**src/rtl/bias_accum_stage_pkg.sv**
```systemverilog
// Shared definitions for the bias accumulate stage.
//   - default parameter values for the lane count and widths
//   - state_e : FSM state encoding (ACCUM -> BIAS -> OUT -> ACCUM)
//   - lane_lo : low bit index of a lane inside a packed lane bus
//   - sat_max / sat_min : saturation bounds of a signed w-bit lane
package bias_accum_stage_pkg;

  localparam int DEF_LANES  = 16;
  localparam int DEF_W      = 18;
  localparam int DEF_PASS_W = 8;
  localparam int DEF_ACC_W  = 26;

  typedef enum logic [1:0] {
    ST_ACCUM = 2'd0,
    ST_BIAS  = 2'd1,
    ST_OUT   = 2'd2
  } state_e;

  // Lane i of a packed bus occupies [lane_lo(i,w) +: w].
  function automatic int lane_lo(input int lane, input int w);
    return lane * w;
  endfunction

  // Largest value representable in a signed w-bit lane.
  function automatic int sat_max(input int w);
    return (1 << (w - 1)) - 1;
  endfunction

  // Smallest value representable in a signed w-bit lane.
  function automatic int sat_min(input int w);
    return -(1 << (w - 1));
  endfunction

endpackage

```
**src/rtl/bias_accum_stage_sat_relu_lane.sv**
```systemverilog
// One lane of the bias / saturate / ReLU datapath. Purely combinational.
// Ports:
//   i_acc  [ACC_W-1:0] signed accumulated partial sum of the lane
//   i_bias [W-1:0]     signed bias constant of the lane
//   i_relu             1 = clamp negative results to zero
//   o_res  [W-1:0]     saturated, optionally rectified result
module bias_sat_relu_lane
  import bias_accum_stage_pkg::*;
#(
  parameter int W     = DEF_W,
  parameter int ACC_W = DEF_ACC_W
) (
  input  logic [ACC_W-1:0] i_acc,
  input  logic [W-1:0]     i_bias,
  input  logic             i_relu,
  output logic [W-1:0]     o_res
);

  // The sum is one bit wider than the accumulator so acc + bias can never wrap.
  localparam logic signed [ACC_W:0] L_MAX = (ACC_W + 1)'(sat_max(W));
  localparam logic signed [ACC_W:0] L_MIN = (ACC_W + 1)'(sat_min(W));

  logic signed [ACC_W:0] w_sum;
  logic        [W-1:0]   w_sat;

  assign w_sum = $signed({i_acc[ACC_W-1], i_acc})
               + $signed({{(ACC_W + 1 - W){i_bias[W-1]}}, i_bias});

  always_comb begin
    w_sat = w_sum[W-1:0];
    if (w_sum > L_MAX) begin
      w_sat = L_MAX[W-1:0];
    end else if (w_sum < L_MIN) begin
      w_sat = L_MIN[W-1:0];
    end
  end

  // Saturation never changes the sign, so the sign bit of w_sat decides ReLU.
  assign o_res = (i_relu && w_sat[W-1]) ? '0 : w_sat;

endmodule

```
**src/rtl/bias_accum_stage.sv**
```systemverilog
// Bias accumulate stage: consumer end of the per-layer bias constant bus.
// Accumulates N_adder_tree lanes of adder-tree partial sums over a
// configurable number of passes, adds the per-lane bias, saturates to W bits
// and optionally rectifies.
// Ports:
//   clk, rst_n        clock, asynchronous active-low reset
//   cfg_passes        beats per group (0 treated as 1), latched on first beat
//   cfg_relu          1 = clamp negative results, latched on first beat
//   bias              per-lane bias, lane i at [W*i +: W]
//   in_valid/in_ready partial-sum beat handshake, in_data lane packed
//   out_valid/out_ready result handshake, out_data lane packed
//   busy              group partially accumulated or result pending
//   dbg_state         current FSM state
//
// Handshake rule for both ports: a transfer happens on a rising clock edge
// where valid and ready are both 1. A producer holds valid and data stable
// until that edge; ready may be low at any time and valid seen while ready
// is low is ignored (no transfer, no state change).
module bias_accum_stage
  import bias_accum_stage_pkg::*;
#(
  parameter int N_adder_tree = DEF_LANES,
  parameter int W            = DEF_W,
  parameter int PASS_W       = DEF_PASS_W,
  parameter int ACC_W        = DEF_ACC_W
) (
  input  logic                      clk,
  input  logic                      rst_n,
  input  logic [PASS_W-1:0]         cfg_passes,
  input  logic                      cfg_relu,
  input  logic [N_adder_tree*W-1:0] bias,
  input  logic                      in_valid,
  output logic                      in_ready,
  input  logic [N_adder_tree*W-1:0] in_data,
  output logic                      out_valid,
  input  logic                      out_ready,
  output logic [N_adder_tree*W-1:0] out_data,
  output logic                      busy,
  output state_e                    dbg_state
);

  state_e                              r_state;
  state_e                              w_next_state;
  logic [PASS_W-1:0]                   r_count;
  logic [PASS_W-1:0]                   r_passes;
  logic                                r_relu;
  logic [N_adder_tree-1:0][ACC_W-1:0]  r_acc;
  logic [N_adder_tree*W-1:0]           r_out_data;

  logic [N_adder_tree-1:0][ACC_W-1:0]  w_in_ext;
  logic [N_adder_tree-1:0][W-1:0]      w_lane_res;
  logic [PASS_W-1:0]                   w_cfg_passes_eff;
  logic [PASS_W-1:0]                   w_passes_cur;
  logic                                w_accept;
  logic                                w_last_beat;
  logic                                w_first_beat;
  logic                                w_out_done;

  // ---------------------------------------------------------------------
  // Beat bookkeeping
  // ---------------------------------------------------------------------
  assign w_cfg_passes_eff = (cfg_passes == '0) ? PASS_W'(1) : cfg_passes;
  assign w_first_beat     = (r_count == '0);
  // On the first beat the latched value is not written yet, so the live
  // configuration decides whether that beat already completes the group.
  assign w_passes_cur     = w_first_beat ? w_cfg_passes_eff : r_passes;
  assign w_accept         = in_valid && (r_state == ST_ACCUM);
  assign w_last_beat      = (({1'b0, r_count} + (PASS_W + 1)'(1)) == {1'b0, w_passes_cur});
  assign w_out_done       = (r_state == ST_OUT) && out_ready;

  // ---------------------------------------------------------------------
  // FSM
  // ---------------------------------------------------------------------
  always_ff @(posedge clk or negedge rst_n) begin
    if (!rst_n) begin
      r_state <= ST_ACCUM;
    end else begin
      r_state <= w_next_state;
    end
  end

  always_comb begin
    w_next_state = r_state;
    case (r_state)
      ST_ACCUM: if (w_accept && w_last_beat) w_next_state = ST_BIAS;
      ST_BIAS:  w_next_state = ST_OUT;
      ST_OUT:   if (out_ready) w_next_state = ST_ACCUM;
      default:  w_next_state = ST_ACCUM;
    endcase
  end

  // ---------------------------------------------------------------------
  // Counter and group configuration
  // ---------------------------------------------------------------------
  always_ff @(posedge clk or negedge rst_n) begin
    if (!rst_n) begin
      r_count  <= '0;
      r_passes <= PASS_W'(1);
      r_relu   <= 1'b0;
    end else begin
      if (w_out_done) begin
        r_count <= '0;
      end else if (w_accept) begin
        r_count <= r_count + PASS_W'(1);
      end
      if (w_accept && w_first_beat) begin
        r_passes <= w_cfg_passes_eff;
        r_relu   <= cfg_relu;
      end
    end
  end

  // ---------------------------------------------------------------------
  // Lanes: sign extension, accumulators and bias/saturate/ReLU
  // ---------------------------------------------------------------------
  for (genvar g = 0; g < N_adder_tree; g++) begin : g_lane
    assign w_in_ext[g] = {{(ACC_W - W){in_data[lane_lo(g, W) + W - 1]}},
                          in_data[lane_lo(g, W) +: W]};

    always_ff @(posedge clk or negedge rst_n) begin
      if (!rst_n) begin
        r_acc[g] <= '0;
      end else if (w_out_done) begin
        r_acc[g] <= '0;
      end else if (w_accept) begin
        // The first beat loads, so a stale accumulator can never leak in.
        r_acc[g] <= w_first_beat ? w_in_ext[g] : (r_acc[g] + w_in_ext[g]);
      end
    end

    bias_sat_relu_lane #(
      .W     (W),
      .ACC_W (ACC_W)
    ) u_lane (
      .i_acc  (r_acc[g]),
      .i_bias (bias[lane_lo(g, W) +: W]),
      .i_relu (r_relu),
      .o_res  (w_lane_res[g])
    );
  end

  // Result register: written only in BIAS, held through OUT and afterwards.
  always_ff @(posedge clk or negedge rst_n) begin
    if (!rst_n) begin
      r_out_data <= '0;
    end else if (r_state == ST_BIAS) begin
      r_out_data <= w_lane_res;
    end
  end

  // ---------------------------------------------------------------------
  // Outputs
  // ---------------------------------------------------------------------
  assign in_ready  = (r_state == ST_ACCUM);
  assign out_valid = (r_state == ST_OUT);
  assign out_data  = r_out_data;
  assign busy      = (r_count != '0) || (r_state != ST_ACCUM);
  assign dbg_state = r_state;

endmodule

```
**config.mk**
```make
export PLATFORM = sky130hd
export DESIGN_NAME = bias_accum_stage
export DESIGN_NICKNAME = d
export VERILOG_FILES = /design/src/rtl/bias_accum_stage_pkg.sv /design/src/rtl/bias_accum_stage_sat_relu_lane.sv /design/src/rtl/bias_accum_stage.sv
export SDC_FILE = /design/constraint.sdc
export NUM_CORES = 2
export LEC_CHECK = 0
export CORE_MARGIN = 2
export CORE_UTILIZATION = 41
export DETAILED_ROUTE_END_ITERATION = 16
export MAX_ROUTING_LAYER = met4
export PLACE_DENSITY = 0.66
export SETUP_SLACK_MARGIN = 0.3
export SYNTH_ARGS = -nofsm -noshare
export SYNTH_HDL_FRONTEND = slang
export SYNTH_SLANG_ARGS = --single-unit
```
**constraint.sdc**
```tcl
create_clock -name clk -period 5.65 [get_ports clk]
set_input_delay 0.8475 -clock clk [delete_from_list [all_inputs] [get_ports clk]]
set_output_delay 0.8475 -clock clk [all_outputs]
set_load 0.02 [all_outputs]
```
[Yosys cells after proc, flatten, opt, wreduce, memory -nomap -nowiden]
Index checks and enable logic that the tools add are counted.
Cells by class
  add/subtract/negate cells: 34
  magnitude comparators: 32
  equality and inequality tests: 5
  muxes and demuxes: 103
  reductions and logical operators: 28
Operators by type and width (number)
  2-to-1 mux 26 bit: 48
  2-to-1 mux 18 bit: 48
  adder 26 x 18 -> 27 bit: 16
  > comparator 27 x 18 -> 1 bit, second input constant: 16
  less-than comparator 27 x 18 -> 1 bit, second input constant: 16
  adder 26 bit: 16
  2-to-1 mux 8 bit: 4
  logical AND 1 bit: 20
  zero test 8 bit: 2
  adder 8 x 1 -> 9 bit, second input constant: 1
  equality test 9 x 8 -> 1 bit: 1
  adder 8 x 1 -> 8 bit, second input constant: 1
  nonzero test 8 bit: 1
  one-hot mux 2 bit (3 select lines): 1
  2-to-1 mux 2 bit: 2
  inequality test 2 x 1 -> 1 bit, second input constant: 2
  nonzero test 2 bit: 2
  equality test 2 x 1 -> 1 bit, second input constant: 1
  equality test 2 bit, second input constant: 1
  zero test 2 bit: 1
  AND reduction 2 bit: 1
  logical OR 1 bit: 1
Storage, ports and cells
  bits in registers: 723
  logic and storage cells: 223

[Longest topological paths before layout]
  depth after elaboration: 7
  mapped depth: 17
  gate-level depth less buffers: 15

[Hierarchy]
From an unflattened synthesis, not the netlist that was laid out.
Unflattened totals
  cell total of the unflattened synthesis: 9366
  area, all modules: 78031.1 um^2
Modules (own cells, without submodules)
  bias_accum_stage: instances 1, cells each 5285, area each 48457.7 um^2
  bias_sat_relu_lane at g_lane[12].u_lane ...: instances 13, cells each 259, area each 1860.5 um^2
  bias_sat_relu_lane at g_lane[0].u_lane ...: instances 3, cells each 238, area each 1795.5 um^2

[Worst setup path before layout]
OpenSTA, ideal clock, no wires.
  path kind: input to register
  from: in bias[126]
  to: reg r_out_data[132] (netlist: out_data[132])
  data arrival time: 4.516 ns
  required time: 5.573 ns
  path slack: 1.057 ns
  cell stages on the path: 16
  buffers on the path: 1
  cell sequence: ha_1 > inv_1 > fa_1 > nand2b_1 > a21oi_1 > o22ai_1 > o31a_1 > o211a_1 > a311o_1 > a2111oi_0 > nand4_1 > or4_1 > o31ai_2 > buf_2 > nand2_1 > a21oi_1
On the way
  cells in the longest elaborated chain, start to end: 6
  elaborated cells between the ends (all ways): 7
  those cells by class: add/sub (1); order compare (2); mux (3); reduce/logical (1)
RTL lines
  start: declaration: line bias_accum_stage.sv:31  | input logic [N_adder_tree*W-1:0] bias,
  adder 26 x 18 -> 27 bit *: line bias_accum_stage_sat_relu_lane.sv:27  | + $signed({{(ACC_W + 1 - W){i_bias[W-1]}}, i_bias});
  less-than comparator 27 x 18 -> 1 bit: line bias_accum_stage_sat_relu_lane.sv:33  | end else if (w_sum < L_MIN) begin
  2-to-1 mux 18 bit: line bias_accum_stage_sat_relu_lane.sv:33
  2-to-1 mux 18 bit *: line bias_accum_stage_sat_relu_lane.sv:31  | if (w_sum > L_MAX) begin
  logical AND 1 bit: line bias_accum_stage_sat_relu_lane.sv:39  | assign o_res = (i_relu && w_sat[W-1]) ? '0 : w_sat;
  2-to-1 mux 18 bit *: line bias_accum_stage_sat_relu_lane.sv:39
  end signal: assignment: line bias_accum_stage.sv:147  | r_out_data <= w_lane_res;
  end: declaration: line bias_accum_stage.sv:48  | logic [N_adder_tree*W-1:0] r_out_data;
Every way passes the cells marked *; elsewhere a longest branch is shown, timed or not.
A chain may end at the register's enable or synchronous reset.

[Worst setup path after layout]
  from: in bias[126]
  to: reg r_out_data[129] (netlist: out_data[129])
Same word-level chain as after synthesis.

==> out/qor.yml <==
finalHoldViolCount: 0
ys_seq_elements: 723
rows: 150
clk_latency_ps: 740
hp-class: "input port to asynchronous set/reset pin"
synthFlopType: "dfrtp_1"
placedCellCount: 11430
hpwl_um: 190000
die_w_um: 414
nets: 10763
antenna_found_initial: 91
grt_usage: 0.286
initial_core_util: 0.412
die_h_um: 414
rsz0062_at_grt: "no"
tns_ps: 0
ant_nets: 0
layout-drive-gt1-share: 0.0415
syn-instance-count: 8534
drv_cap: 0
syn_nets: 9973
grt_pass1_vias: 65522
dr.pass1.iters: 6
status: "finished, final reports clean"
required_ps: 6300
seq_area_frac_synth: 0.263
avgSynthCellArea_um2: 8.07
vias: 68030
p_leak_nw: 37.4
pre_cts_slack_ps: 294
fin_skew_ps: 26.9
final_cells: 11693
port_buffers: 881
worst_slew_pin_slew_ps: 1220
gr-total-overflow: 0
peakVddDrop_mv: 0.297
post-route-util: 0.501
critPathArrivalTime_ps: 5400
cp-start-kind: "input port"
holdBufCountCts: 0
wl_um: 247000
powerDensity_nw_per_um2: 611
yosysTopAreaCell: "dfrtp_1"
cts-htree-levels: 3
async_flop_share: 1.00
die_area_um2: 171000
drt_iter0_markers: 5016
critical_path_class: "input port to register"
cts.sinks: 723
end_kind: "register"
p_total_w: 0.0512
syn_to_final_growth_pct: 21.6
grt_pass1_wl_um: 376000
ys_top_cells_by_area: "dfrtp_1, ha_1, o21ai_0"
root_buffer: "clkbuf_16"
fp.coreArea_um2: 167000
critPathMaxFanout: 17
yosysWarnings: 0
drc_errors: 0
io-pin-count: 882
cts_made_buffers: 96
place_congestion: 0.958
ctsResizeCount: 0
cts_tree: "done"
post_drt_wl_per_cell_um: 21.1
post-cts-setup-buffer-count: 0
synth_top_area_share: 0.262
finalCritPeriodShare: 0.840
drv_slew: 0
synth.distinct_cells: 98
via_per_inst: 5.82
synth_edf_count: 0
worst_slack_ps: 904
fmax_ghz: 0.211
period_needed_ps: 4750
setup_viol: 0
path_clk_slew_ps: 60
grt_max_degree: 135
slew_headroom: 0.181
clock_path_buffers: 3
syn-cell-area_um2: 68900
## placed cells by master (no fill, tap or decap), drive strengths merged, types with 23 or more instances in the layout
| cell | instances |
|---|---|
| diode | 85 |
| dfrtp | 722 |
| nand4 | 58 |
| o211ai | 58 |
| o21a | 121 |
| clkdlybuf4s50 | 880 |
| a21oi | 875 |
| inv | 274 |
| or3 | 49 |
| nand2 | 898 |
| a22oi | 39 |
| clkbuf | 138 |
| nor2b | 119 |
| a21o | 299 |
| xnor2 | 415 |
| a221o | 76 |
| a31oi | 92 |
| and2 | 45 |
| o31ai | 47 |
| mux2i | 49 |
| a211oi | 78 |
| nor3 | 168 |
| xor2 | 250 |
| nand3 | 151 |
| buf | 85 |
| a21boi | 26 |
| o221a | 23 |
| or2 | 32 |
| fa | 32 |
| nand2b | 149 |
| a22o | 50 |
| a31o | 33 |
| nor2 | 781 |
| ha | 818 |
| and3 | 68 |
| o21bai | 97 |
| nor4 | 29 |
| o21ai | 895 |
| a211o | 25 |
## critical path, stage by stage
cell	delay [ps]
clkdlybuf4s50_1	470
ha_1	200
inv_1	70
fa_1	370
nand2b_1	190
a21oi_1	250
o22ai_1	180
o31a_1	410
o211a_1	250
a311o_1	330
a2111oi_0	460
nand4_1	180
or4_1	440
o31ai_2	210
buf_4	270
nand3b_1	110
a21oi_1	150
## per-stage QoR
step / instance area [um2] / hold WS [ps]
6_report: 83800 / 119
5_1_grt: 83700 / 142
4_1_cts: 83500 / 129
3_5_place_dp: 80300 / 474
3_3_place_gp: 80300 / 465
2_1_floorplan: 68900 / 469
## logic make-up (layout without fill, tap and decap cells)
| logic type | Yosys count | in the layout | share of synthesized area |
|---|---|---|---|
| adders and majority gates | 850 | 850 | 0.158 |
| other | 0 | 85 | 0 |
| muxes | 61 | 61 | 0.00908 |
| AOI/OAI and AO/OA | 3065 | 3065 | 0.281 |
| buffers and inverters | 542 | 1412 | 0.0302 |
| DFF | 723 | 723 | 0.263 |
| xor gates and xnor gates | 665 | 665 | 0.0846 |
| and+or+nand+nor | 2628 | 2628 | 0.175 |
## where the power goes
| group | internal (W) | total, W | leakage (nW) | switching, W |
|---|---|---|---|---|
| registers | 0.00754 | 0.00990 | 8.57 | 0.00235 |
| clock network | 0.00381 | 0.00651 | 1.60 | 0.00270 |
| logic | 0.0151 | 0.0348 | 27.2 | 0.0196 |
| total | 0.0265 | 0.0512 | 37.4 | 0.0247 |
## state kept, by name (all words and copies together), names as in the netlist
name / flops
dbg_state: 2
r_relu: 1
r_passes: 8
out_data: 288
r_acc: 416
r_count: 8
## synth_stat cells, drive strengths merged (149+ instances only)
library cell / count
nand2: 898
o21ai: 895
a21oi: 875
ha: 818
nor2: 781
dfrtp: 722
xnor2: 415
a21o: 299
inv: 269
clkbuf: 259
xor2: 250
nor3: 168
nand3: 151
nand2b: 149
## cell type report
type	count	area, um2
Clock buffer	138	2790
Multi-Input combinational cell	7269	48800
Timing Repair Buffer	965	9630
Antenna cell	85	213
Tap cell	2204	2760
Fill cell	15963	83300
Clock inverter	40	493
Sequential cell	723	18100
Inverter	269	1010
## worst paths after layout
check / start / to / slack (ps) / cells after the start
max in group asynchronous: rst_n / r_relu / 4110 / 2
min reg2reg: out_data[192] / out_data[192] / 480 / 2
min: rst_n / r_acc[57] / 120 / 1
max reg2reg: r_acc[182] / out_data[129] / 1130 / 16
min in group clk: out_data[192] / out_data[192] / 480 / 2
max: bias[126] / out_data[129] / 900 / 17
## per-layer routing
metal	wire length (um)	track usage	up-vias
met5	0	-	-
met4	12000	0.127	0
met1	106000	0.350	32732
li1	-	-	32925
met3	13800	0.0496	453
met2	115000	0.460	1920
Power figures use the tool's default switching activity.
